--- config.mk ---
export PLATFORM = sky130hd
export DESIGN_NAME = digit_scan_ctrl_flat
export DESIGN_NICKNAME = d
export VERILOG_FILES = /design/src/rtl/digit_scan_ctrl_if.sv /design/src/rtl/digit_scan_ctrl.sv /design/src/flat_wrapper.sv
export SDC_FILE = /design/constraint.sdc
export NUM_CORES = 1
export LEC_CHECK = 0
export ABC_AREA = 0
export BUFFER_PORTS_ARGS = -buffer_cell sky130_fd_sc_hd__buf_2
export CORE_ASPECT_RATIO = 0.8
export CORE_MARGIN = 1.5
export CORE_UTILIZATION = 50
export CTS_CLUSTER_DIAMETER = 40
export DETAILED_ROUTE_END_ITERATION = 12
export PLACE_DENSITY = 0.71
export SYNTH_ARGS = -nofsm -noshare
export SYNTH_HDL_FRONTEND = slang
export SYNTH_SLANG_ARGS = --single-unit
--- constraint.sdc ---
create_clock -name clk -period 5.22 [get_ports clk]
set_input_delay 0.261 -clock clk [delete_from_list [all_inputs] [get_ports clk]]
set_output_delay 0.261 -clock clk [all_outputs]
set_load 0.005 [all_outputs]
--- src/rtl/digit_scan_ctrl_if.sv ---
// digit_scan_ctrl_if: digit inputs, scan controls and latched/anode outputs of the display scanner
interface digit_scan_ctrl_if;
    logic       en;
    logic       blank_lead;
    logic [3:0] tens;
    logic [3:0] ones;
    logic [3:0] d_tens;
    logic [3:0] d_ones;
    logic       s0;
    logic [1:0] an;
    logic       frame_done;
    modport master (
        output en, blank_lead, tens, ones,
        input  d_tens, d_ones, s0, an, frame_done
    );
    modport slave (
        input  en, blank_lead, tens, ones,
        output d_tens, d_ones, s0, an, frame_done
    );
endinterface

--- src/rtl/digit_scan_ctrl.sv ---
// digit_scan_ctrl: two-digit 7-segment scanner with per-frame latch, guard intervals and leading-zero blanking
module digit_scan_ctrl #(
    parameter int REFRESH_DIV  = 100000,
    parameter int BLANK_CYCLES = 4
) (
    input logic clk,
    input logic rst_n,
    digit_scan_ctrl_if.slave bus
);
    localparam int MAXN = (REFRESH_DIV > BLANK_CYCLES) ? REFRESH_DIV : BLANK_CYCLES;
    localparam int CW = $clog2(MAXN) + 1;
    localparam logic [CW-1:0] LR = CW'(REFRESH_DIV - 1);
    localparam logic [CW-1:0] LB = CW'(BLANK_CYCLES - 1);
    typedef enum logic [2:0] {IDLE, ONES_GUARD, ONES_ON, TENS_GUARD, TENS_ON} state_t;
    state_t state;
    logic [CW-1:0] cnt;
    logic blank;
    assign blank = bus.blank_lead && bus.d_tens == 4'd0;
    always_ff @(posedge clk) begin
        if (!rst_n) begin
            state          <= IDLE;
            cnt            <= '0;
            bus.s0         <= 1'b0;
            bus.an         <= 2'b11;
            bus.d_tens     <= 4'd0;
            bus.d_ones     <= 4'd0;
            bus.frame_done <= 1'b0;
        end else begin
            bus.frame_done <= state == TENS_ON && cnt == LR;
            // dropping en aborts the frame from any active state
            if (state != IDLE && !bus.en) begin
                state  <= IDLE;
                cnt    <= '0;
                bus.an <= 2'b11;
                bus.s0 <= 1'b0;
            end else begin
                case (state)
                    IDLE: if (bus.en) begin
                        state      <= ONES_GUARD;
                        cnt        <= '0;
                        bus.d_ones <= bus.ones;
                        bus.d_tens <= bus.tens;
                    end
                    ONES_GUARD: if (cnt == LB) begin
                        state  <= ONES_ON;
                        cnt    <= '0;
                        bus.an <= 2'b10;
                    end else cnt <= cnt + 1'b1;
                    ONES_ON: if (cnt == LR) begin
                        state  <= TENS_GUARD;
                        cnt    <= '0;
                        bus.an <= 2'b11;
                        bus.s0 <= 1'b1;
                    end else cnt <= cnt + 1'b1;
                    TENS_GUARD: if (cnt == LB) begin
                        state  <= TENS_ON;
                        cnt    <= '0;
                        bus.an <= blank ? 2'b11 : 2'b01;
                    end else cnt <= cnt + 1'b1;
                    TENS_ON: if (cnt == LR) begin
                        state      <= ONES_GUARD;
                        cnt        <= '0;
                        bus.an     <= 2'b11;
                        bus.s0     <= 1'b0;
                        bus.d_ones <= bus.ones;
                        bus.d_tens <= bus.tens;
                    end else begin
                        cnt    <= cnt + 1'b1;
                        bus.an <= blank ? 2'b11 : 2'b01;
                    end
                    default: state <= IDLE;
                endcase
            end
        end
    end
endmodule
--- src/flat_wrapper.sv ---
// flat-port wrapper written by rule: the top's interface ports become plain ports
module digit_scan_ctrl_flat 
#(
    parameter int REFRESH_DIV  = 100000,
    parameter int BLANK_CYCLES = 4
)
  (clk, rst_n, bus_en, bus_blank_lead, bus_tens, bus_ones, bus_d_tens, bus_d_ones, bus_s0, bus_an, bus_frame_done);
  digit_scan_ctrl_if bus_i ();
  input logic clk;
  input logic rst_n;
  input wire logic [$bits(bus_i.en)-1:0] bus_en;
  input wire logic [$bits(bus_i.blank_lead)-1:0] bus_blank_lead;
  input wire logic [$bits(bus_i.tens)-1:0] bus_tens;
  input wire logic [$bits(bus_i.ones)-1:0] bus_ones;
  output wire logic [$bits(bus_i.d_tens)-1:0] bus_d_tens;
  output wire logic [$bits(bus_i.d_ones)-1:0] bus_d_ones;
  output wire logic [$bits(bus_i.s0)-1:0] bus_s0;
  output wire logic [$bits(bus_i.an)-1:0] bus_an;
  output wire logic [$bits(bus_i.frame_done)-1:0] bus_frame_done;
  assign bus_i.en = bus_en;
  assign bus_i.blank_lead = bus_blank_lead;
  assign bus_i.tens = bus_tens;
  assign bus_i.ones = bus_ones;
  assign bus_d_tens = bus_i.d_tens;
  assign bus_d_ones = bus_i.d_ones;
  assign bus_s0 = bus_i.s0;
  assign bus_an = bus_i.an;
  assign bus_frame_done = bus_i.frame_done;
  digit_scan_ctrl #(.REFRESH_DIV(REFRESH_DIV), .BLANK_CYCLES(BLANK_CYCLES)) u_core (.clk(clk), .rst_n(rst_n), .bus(bus_i));
endmodule
==> metrics.md, run 1 <==
| Metric | Value |
|---|---|
| Status | `complete, no violations` |
| Max incr delay on CP | `0.61 ns` |
| Worst reg-to-reg path cell count | `6` |
| Final GP Congestion | `0.809` |
| Final Hold Vio Count | `0` |
| Core Area | `0.00309 mm^2` |
| Vias/cell | `5.39` |
| Clk_skew | `0.00363 ns` |
| Synth Area in Simple Gates | `between 30 and 40%` |
| Dominant synthesized flop cell | `dfxtp_1` |
| Layout cells sized above 1 | `between 10% and 20%` |
| Synth area leaders | `dfxtp_1 41%, xor2_1 8.6%, nand2_1 6.5%, mux2i_1 5.5%, nor2_1 5.3%` |
| Pins Over Slew Limit | `0` |
| Initial core utilization | `52.8%` |
| Slew @ Worst Pin | `0.860 ns` |
| Routed WL | `about 3300 um` |
| Synth warn | `0` |
| Worst-skew pair later-pin latency | `0.29 ns` |
| FF-to-FF Start | `u_core.cnt[0]$_SDFFE_PP0P_` |
| GRT Util Overall | `21.2%` |
| # DRC | `0` |
| Final Cycle Share | `between 40% and 50%` |
| CTS Sinks | `33` |
| Post-Synth Adder-Cell Area | `0.769%` |
| DR vias | `1,363` |
| WHS | `0.216 ns` |
| Die height | `54.0 um` |
| Xor/xnor share of the synthesized area | `10.2%` |
| Area Overhead vs Synth | `15.1%` |
| Number of synthesized flops with an enable pin | `0` |
| Worst EP required | `5.36 ns` |
| Min-Delay Endpoint | `u_core.bus.d_tens[1]$_SDFFE_PN0P_` |
| # setup viols final | `0` |
| CTS tree | `done` |
| Routed WL per cell | `roughly 13 um` |
| Setup repair bufs after CTS | `0` |
| Reg-to-reg critical path endpoint | `u_core.cnt[4]$_SDFFE_PP0P_` |
| Die area | `approximately 0.0036 mm^2` |
| Post-Syn Area per Cell | `8.61 um^2` |
| PwrDens | `303 mW/mm^2` |
| CP cell instances | `ha_1, nand2_1, or3_4, o31a_1, o31ai_4, nor2_1` |
| First-pass GRT wire length | `5630 um` |
| Max-cap violation count | `0` |
| Post-synthesis mux area share | `between 5 and 6%` |
| Max-slew headroom | `roughly 42%` |
| Peak VDD IR | `between 0.15 and 0.2 mV` |
| Post-Syn Nets | `slightly above 200` |
| Post-DRT Antenna Nets | `0` |
| Synth Instances | `189` |
| Largest family of logic cells by synthesized area | `simple AND/OR/NAND/NOR gates` |
| Gr ovfl total | `0` |
| First-pass DRT Iterations | `4` |
| Worst Path Arrival | `~2.4 ns` |
| Num rows | `18` |
| Synthesized cell area | `approximately 0.0016 mm^2` |
| Num CTS Buffers | `5` |
| Port-buffer cells | `23` |
| Hold_sp | `bus_tens[1]` |
| Post-CTS sizing | `0` |
| Post-synth ARST share | `0%` |
| Tightest Hold Check Type | `in2reg` |
| # diodes | `0` |
| Startpoint Class | `flop` |
| Clock slew at reported path FFs | `0.06 ns` |
| Longest Clk Path Bufs | `2` |
| Fmax | `0.439 GHz` |
| Largest net degree at the start of global routing | `19` |
| Top-Level Pins | `24` |
| Critical path class | `reg2reg` |
| Nets | `225` |
| Worst hold path depth | `3` |
| Pleak | `around 0.00074 uW` |
| Seq/Total Area, Yosys | `between 40% and 50%` |
| Synth top area share | `40.6%` |
| Initial antenna violation count | `0` |
| Die W | `66.8 um` |
| Reg2Reg Setup Slack | `2.94 ns` |
| Fin crit period | `2.28 ns` |
| Htree depth | `2` |
| Most instantiated library cell after synthesis | `dfxtp_1` |
| Root Buffer | `clkbuf_8` |
| CP max FO | `17` |
| RSZ-0062 raised after global routing | `no` |
| Synth Area in Compound Gates | `9.68%` |
| Library cells used by synthesis | `43` |
| CTS Hold Bufs | `0` |
| Vias in the first global route | `approximately 1.3k` |
| DP HPWL | `around 2300 um` |
| Setup Total Neg Slack | `0 ns` |
| Post-synth top cells | `33 x dfxtp_1, 28 x nand2_1, 23 x nor2_1` |
| CP endpoint kind | `flop` |
| Initial drt markers | `72` |
| #FFs+latches synth | `33` |
| Slowest CP cell | `o31ai_4` |
| Yosys top cell by area | `dfxtp_1` |
metrics by stage:
stage	setup WS, ns	area (um^2)	total power [uW]	cells	utilization [%]
4_1_cts	2.94	1870	572	253	60.7
2_1_floorplan	3.27	1630	311	189	-
3_5_place_dp	2.94	1760	325	245	56.9
3_3_place_gp	3.05	1760	324	245	56.9
5_1_grt	2.78	1870	591	253	60.7
6_report	2.94	1870	567	253	60.7
how the worst max path moves through the flow:
stage                                           from                           to  slack [ns]  cells after the start
after floorplan           u_core.cnt[0]$_SDFFE_PP0P_   u_core.cnt[0]$_SDFFE_PP0P_        3.27                      7
after global placement    u_core.cnt[0]$_SDFFE_PP0P_  u_core.cnt[13]$_SDFFE_PP0P_        3.05                      6
after detailed placement  u_core.cnt[0]$_SDFFE_PP0P_  u_core.cnt[12]$_SDFFE_PP0P_        2.94                      6
after CTS                 u_core.cnt[0]$_SDFFE_PP0P_   u_core.cnt[4]$_SDFFE_PP0P_        2.94                      6
after global routing      u_core.cnt[0]$_SDFFE_PP0P_  u_core.cnt[14]$_SDFFE_PP0P_        2.78                      6
final                     u_core.cnt[0]$_SDFFE_PP0P_   u_core.cnt[4]$_SDFFE_PP0P_        2.94                      6
layout by cell type, fill, tap and decap left out, types with 2 or more instances in the layout:
cell type	instances
mux2i_1	9
o21ai_0	2
nor2_1	23
nand3_1	8
buf_2	23
nand2_1	28
a21oi_1	3
a211oi_1	3
nor4_1	7
o21a_1	2
xor2_1	16
and3_1	5
clkbuf_8	6
nand4_1	5
and2_1	2
dfxtp_1	33
xnor2_1	3
a2111oi_0	2
nor2b_1	3
nor3_1	7
area by class of cell:
cell class / count / area, um^2
fillers: 281 / 1210
multi-input cells: 148 / 927
flip-flops and latches: 33 / 661
repair buffers: 23 / 115
clock buffers: 7 / 86.3
well taps: 40 / 50.0
clock inverters: 1 / 30.0
inverters: 1 / 3.75
worst max-delay path, delay by kind of cell (launching register included):
family	cells	cell delay, ns
simple gates	3	0.61
flops	1	0.37
compound gates	2	0.90
fa+ha+maj	1	0.25
cells by family after synthesis:
kind of cell               count (synthesis)
xor gates and xnor gates                  19
and+or+nand+nor                           99
buffers and inverters                      8
AOI/OAI and AO/OA                         20
DFF                                       33
muxes                                      9
adders and majority gates                  1
power breakdown:
part	total, uW	switching, uW	leakage, uW	internal (uW)
combinational	52.3	29.2	0.000415	23.1
clock	247	91.2	0.0000585	155
sequential	268	8.32	0.000268	260
total	567	129	0.000741	438
state kept, by name, summed over array words and instances (netlist names):
name,cells
u_core.bus.d_ones,4
u_core.bus.an,2
u_core.bus.s0,1
u_core.cnt,18
u_core.bus.d_tens,4
u_core.bus.frame_done,1
u_core.state,3
routing by layer:
layer / wire length [um] / GRT usage, %
met3: 208 / 8.16
met4: 31 / 7.14
met2: 1400 / 33.0
met1: 1670 / 27.2
met5: 0 / 0
Power figures use the tool's default switching activity.
==> inputs of run 2 (changes only) <==
--- a/config.mk
+++ b/config.mk
@@ -12,7 +12,7 @@
 export CORE_UTILIZATION = 50
 export CTS_CLUSTER_DIAMETER = 40
 export DETAILED_ROUTE_END_ITERATION = 12
-export PLACE_DENSITY = 0.71
+export PLACE_DENSITY = 0.74
 export SYNTH_ARGS = -nofsm -noshare
 export SYNTH_HDL_FRONTEND = slang
 export SYNTH_SLANG_ARGS = --single-unit
==> constraint.sdc (replaced) <==
create_clock -name clk -period 1.98 [get_ports clk]
set_input_delay 0.099 -clock clk [delete_from_list [all_inputs] [get_ports clk]]
set_output_delay 0.099 -clock clk [all_outputs]
set_load 0.005 [all_outputs]
==> metrics.md, run 2 (synthesized netlist as in run 1, its figures left out) <==
| Metric | Value |
|---|---|
| Power share of the sequential group | `50.2% (was 47.3%)` |
| Worst Path Arrival | `2.12 ns (was 2.42 ns)` |
| # setup viols final | `0 (unchanged)` |
| Final Cycle Share | `98.2% (was 43.7%)` |
| Htree depth | `2 (unchanged)` |
| Pre-CTS setup slack | `-0.0379 ns (was 2.94 ns)` |
| Critical Path Sink | `u_core.cnt[0]$_SDFFE_PP0P_ (was u_core.cnt[4]$_SDFFE_PP0P_)` |
| Metal2 WL | `1910 um (was 1400 um)` |
| Total power draw | `1410 uW (was 567 uW)` |
| Initial core utilization | `52.8% (unchanged)` |
| Top-Level Pins | `24 (unchanged)` |
| Slew @ Worst Pin | `0.579 ns (was 0.860 ns)` |
| Port-buffer cells | `23 (unchanged)` |
| Pleak | `0.000862 uW (was 0.000741 uW)` |
| Max-cap violation count | `0 (unchanged)` |
| CP cell instances | `nand4_2, or3_4, o31a_1, o31ai_4, buf_6, clkbuf_16, nor2_1 (was ha_1, nand2_1, or3_4, o31a_1, o31ai_4, nor2_1)` |
| Critical Path Start | `u_core.cnt[10]$_SDFFE_PP0P_ (was u_core.cnt[0]$_SDFFE_PP0P_)` |
| Num CTS Buffers | `5 (unchanged)` |
| Peak VDD IR | `0.384 mV (was 0.167 mV)` |
| Root Buffer | `clkbuf_8 (unchanged)` |
| GRT Util Overall | `23.2% (was 21.2%)` |
| Clock slew at reported path FFs | `0.06 ns (about the same)` |
| Routed WL per cell | `15.0 um (was 13.1 um)` |
| Final GP Congestion | `0.959 (was 0.809)` |
| Setup WS post-layout | `0.0363 ns (was 2.94 ns)` |
| Most frequent cells in the layout | `27 x nand2_1, 27 x dfxtp_1, 23 x nor2_1, 23 x buf_2 (was 33 x dfxtp_1, 28 x nand2_1, 23 x nor2_1, 23 x buf_2, 16 x xor2_1)` |
| Max incr delay on CP | `0.42 ns (was 0.61 ns)` |
| Fmax | `0.514 GHz (was 0.439 GHz)` |
| Nets | `245 (was 225)` |
| Setup Total Neg Slack | `0 ns (unchanged)` |
| DP HPWL | `2770 um (was 2340 um)` |
| Largest net degree at the start of global routing | `19 (unchanged)` |
| Initial antenna violation count | `0 (unchanged)` |
| Post-DRT Antenna Nets | `0 (unchanged)` |
| Slowest CP cell | `or3_4 (was o31ai_4)` |
| Routed WL | `4090 um (was 3310 um)` |
| First-pass DRT Iterations | `4 (unchanged)` |
| CP endpoint kind | `flop (unchanged)` |
| Reg2Reg Setup Slack | `0.04 ns (was 2.94 ns)` |
| Max-slew headroom | `61.0% (was 42.1%)` |
| FF-to-FF Start | `u_core.cnt[10]$_SDFFE_PP0P_ (was u_core.cnt[0]$_SDFFE_PP0P_)` |
| Initial drt markers | `150 (was 72)` |
| Fin crit period | `1.94 ns (was 2.28 ns)` |
| Vias in the first global route | `1,374 (was 1,275)` |
| Status | `complete, no violations (unchanged)` |
| Met1 WL | `1830 um (was 1670 um)` |
| WHS | `0.0487 ns (was 0.216 ns)` |
| Worst reg-to-reg path cell count | `7 (was 6)` |
| CTS tree | `done (unchanged)` |
| Regs by FF count | `u_core.cnt x18, u_core.bus.d_ones x4, u_core.bus.d_tens x4 (unchanged)` |
| PwrDens | `668 mW/mm^2 (was 303 mW/mm^2)` |
| DR vias | `1,548 (was 1,363)` |
| Startpoint Class | `flop (unchanged)` |
| Critical path class | `reg2reg (unchanged)` |
| Vias/cell | `5.67 (was 5.39)` |
| Worst hold path depth | `3 (unchanged)` |
| Combinational Power Share | `14.5% (was 9.2%)` |
| Final Hold Vio Count | `0 (unchanged)` |
| Switching power | `368 uW (was 129 uW)` |
| Clock share of power | `35.3% (was 43.5%)` |
| Fill count | `235 (was 281)` |
| Core Area | `0.00309 mm^2 (unchanged)` |
| Die area | `0.00361 mm^2 (unchanged)` |
| Reg-to-reg critical path endpoint | `u_core.cnt[0]$_SDFFE_PP0P_ (was u_core.cnt[4]$_SDFFE_PP0P_)` |
| Die height | `54.0 um (unchanged)` |
| Reg with most FFs | `u_core.cnt (unchanged)` |
| Gr ovfl total | `0 (unchanged)` |
| Internal power | `1040 uW (was 438 uW)` |
| Cell area after placement | `0.00187 mm^2 (was 0.00176 mm^2)` |
| # DRC | `0 (unchanged)` |
| # diodes | `0 (unchanged)` |
| Max FFs per register | `18 (unchanged)` |
| Num rows | `18 (unchanged)` |
| CTS Hold Bufs | `0 (unchanged)` |
| Worst EP required | `2.16 ns (was 5.36 ns)` |
| Tightest Hold Check Type | `in2reg (unchanged)` |
| Area Overhead vs Synth | `29.5% (was 15.1%)` |
| Clk_skew | `0.0150 ns (was 0.00363 ns)` |
| Pins Over Slew Limit | `0 (unchanged)` |
| CTS Sinks | `33 (unchanged)` |
| Sw Ratio | `26.1% (was 22.7%)` |
| Longest Clk Path Bufs | `2 (unchanged)` |
| First-pass GRT wire length | `6030 um (was 5630 um)` |
| Post-route cell area | `0.00211 mm^2 (was 0.00187 mm^2)` |
| Layout cells sized above 1 | `31.3% (was 17.8%)` |
| Worst-skew pair later-pin latency | `0.30 ns (was 0.29 ns)` |
| Top routing layer used | `met4 (unchanged)` |
| CP max FO | `8 (was 17)` |
| Met3 wire length | `256 um (was 208 um)` |
| Die W | `66.8 um (unchanged)` |
-- run 2: layout make-up --
| type | count | area [um^2] | share of cell area, % |
|---|---|---|---|
| inverter | 1 | 3.75 | 0.178 |
| multi-input combinational | 148 | 987 | 46.8 |
| sequential | 33 | 671 | 31.8 |
| timing repair buffer | 43 | 317 | 15.0 |
| tap | 40 | 50.0 | 2.37 |
| clock buffer | 8 | 80.1 | 3.80 |
-- run 2: worst min path at each step --
stage | endpoint | startpoint | slack (ns)
finish | u_core.bus.d_ones[3]$_SDFFE_PN0P_ | bus_ones[3] | 0.05
global route | u_core.bus.d_ones[1]$_SDFFE_PN0P_ | bus_ones[1] | 0.05
CTS | u_core.bus.d_tens[0]$_SDFFE_PN0P_ | bus_tens[0] | 0.05
detailed placement | u_core.bus.d_ones[1]$_SDFFE_PN0P_ | bus_ones[1] | 0.35
global placement | u_core.bus.d_ones[2]$_SDFFE_PN0P_ | bus_ones[2] | 0.35
floorplan | u_core.bus.d_ones[0]$_SDFFE_PN0P_ | bus_ones[0] | 0.24
-- run 2: power by group through the flow --
stage,Sequential (uW),Clock (uW),Combinational [uW]
2_1_floorplan,712,0,107
3_3_place_gp,717,0,153
3_5_place_dp,720,0,157
4_1_cts,705,502,159
5_1_grt,710,540,220
6_report,707,497,204
-- run 2: per-stage QoR --
step,util [%],cells
6_report,68.3,273
5_1_grt,68.3,273
4_1_cts,63.7,267
3_5_place_dp,60.7,259
3_3_place_gp,60.7,259
2_1_floorplan,-,189
-- run 2: routing by layer --
layer	track usage [%]	vias up
met1	28.0	717
met3	8.58	10
met5	0	-
li1	-	754
met4	9.18	0
met2	37.8	67
-- run 2: timing repair --
action	CTS	global route
resized for setup	2	18
setup endpoints to repair	8	23
buffers inserted	0	4
gates cloned	0	2
-- run 2: worst max-delay path: cells and delay by family, from the launching register on --
kind / cells / cell delay [ns]
AOI/OAI and AO/OA: 2 / 0.53
DFF: 1 / 0.39
buffers and inverters: 2 / 0.31
and+or+nand+nor: 3 / 0.60
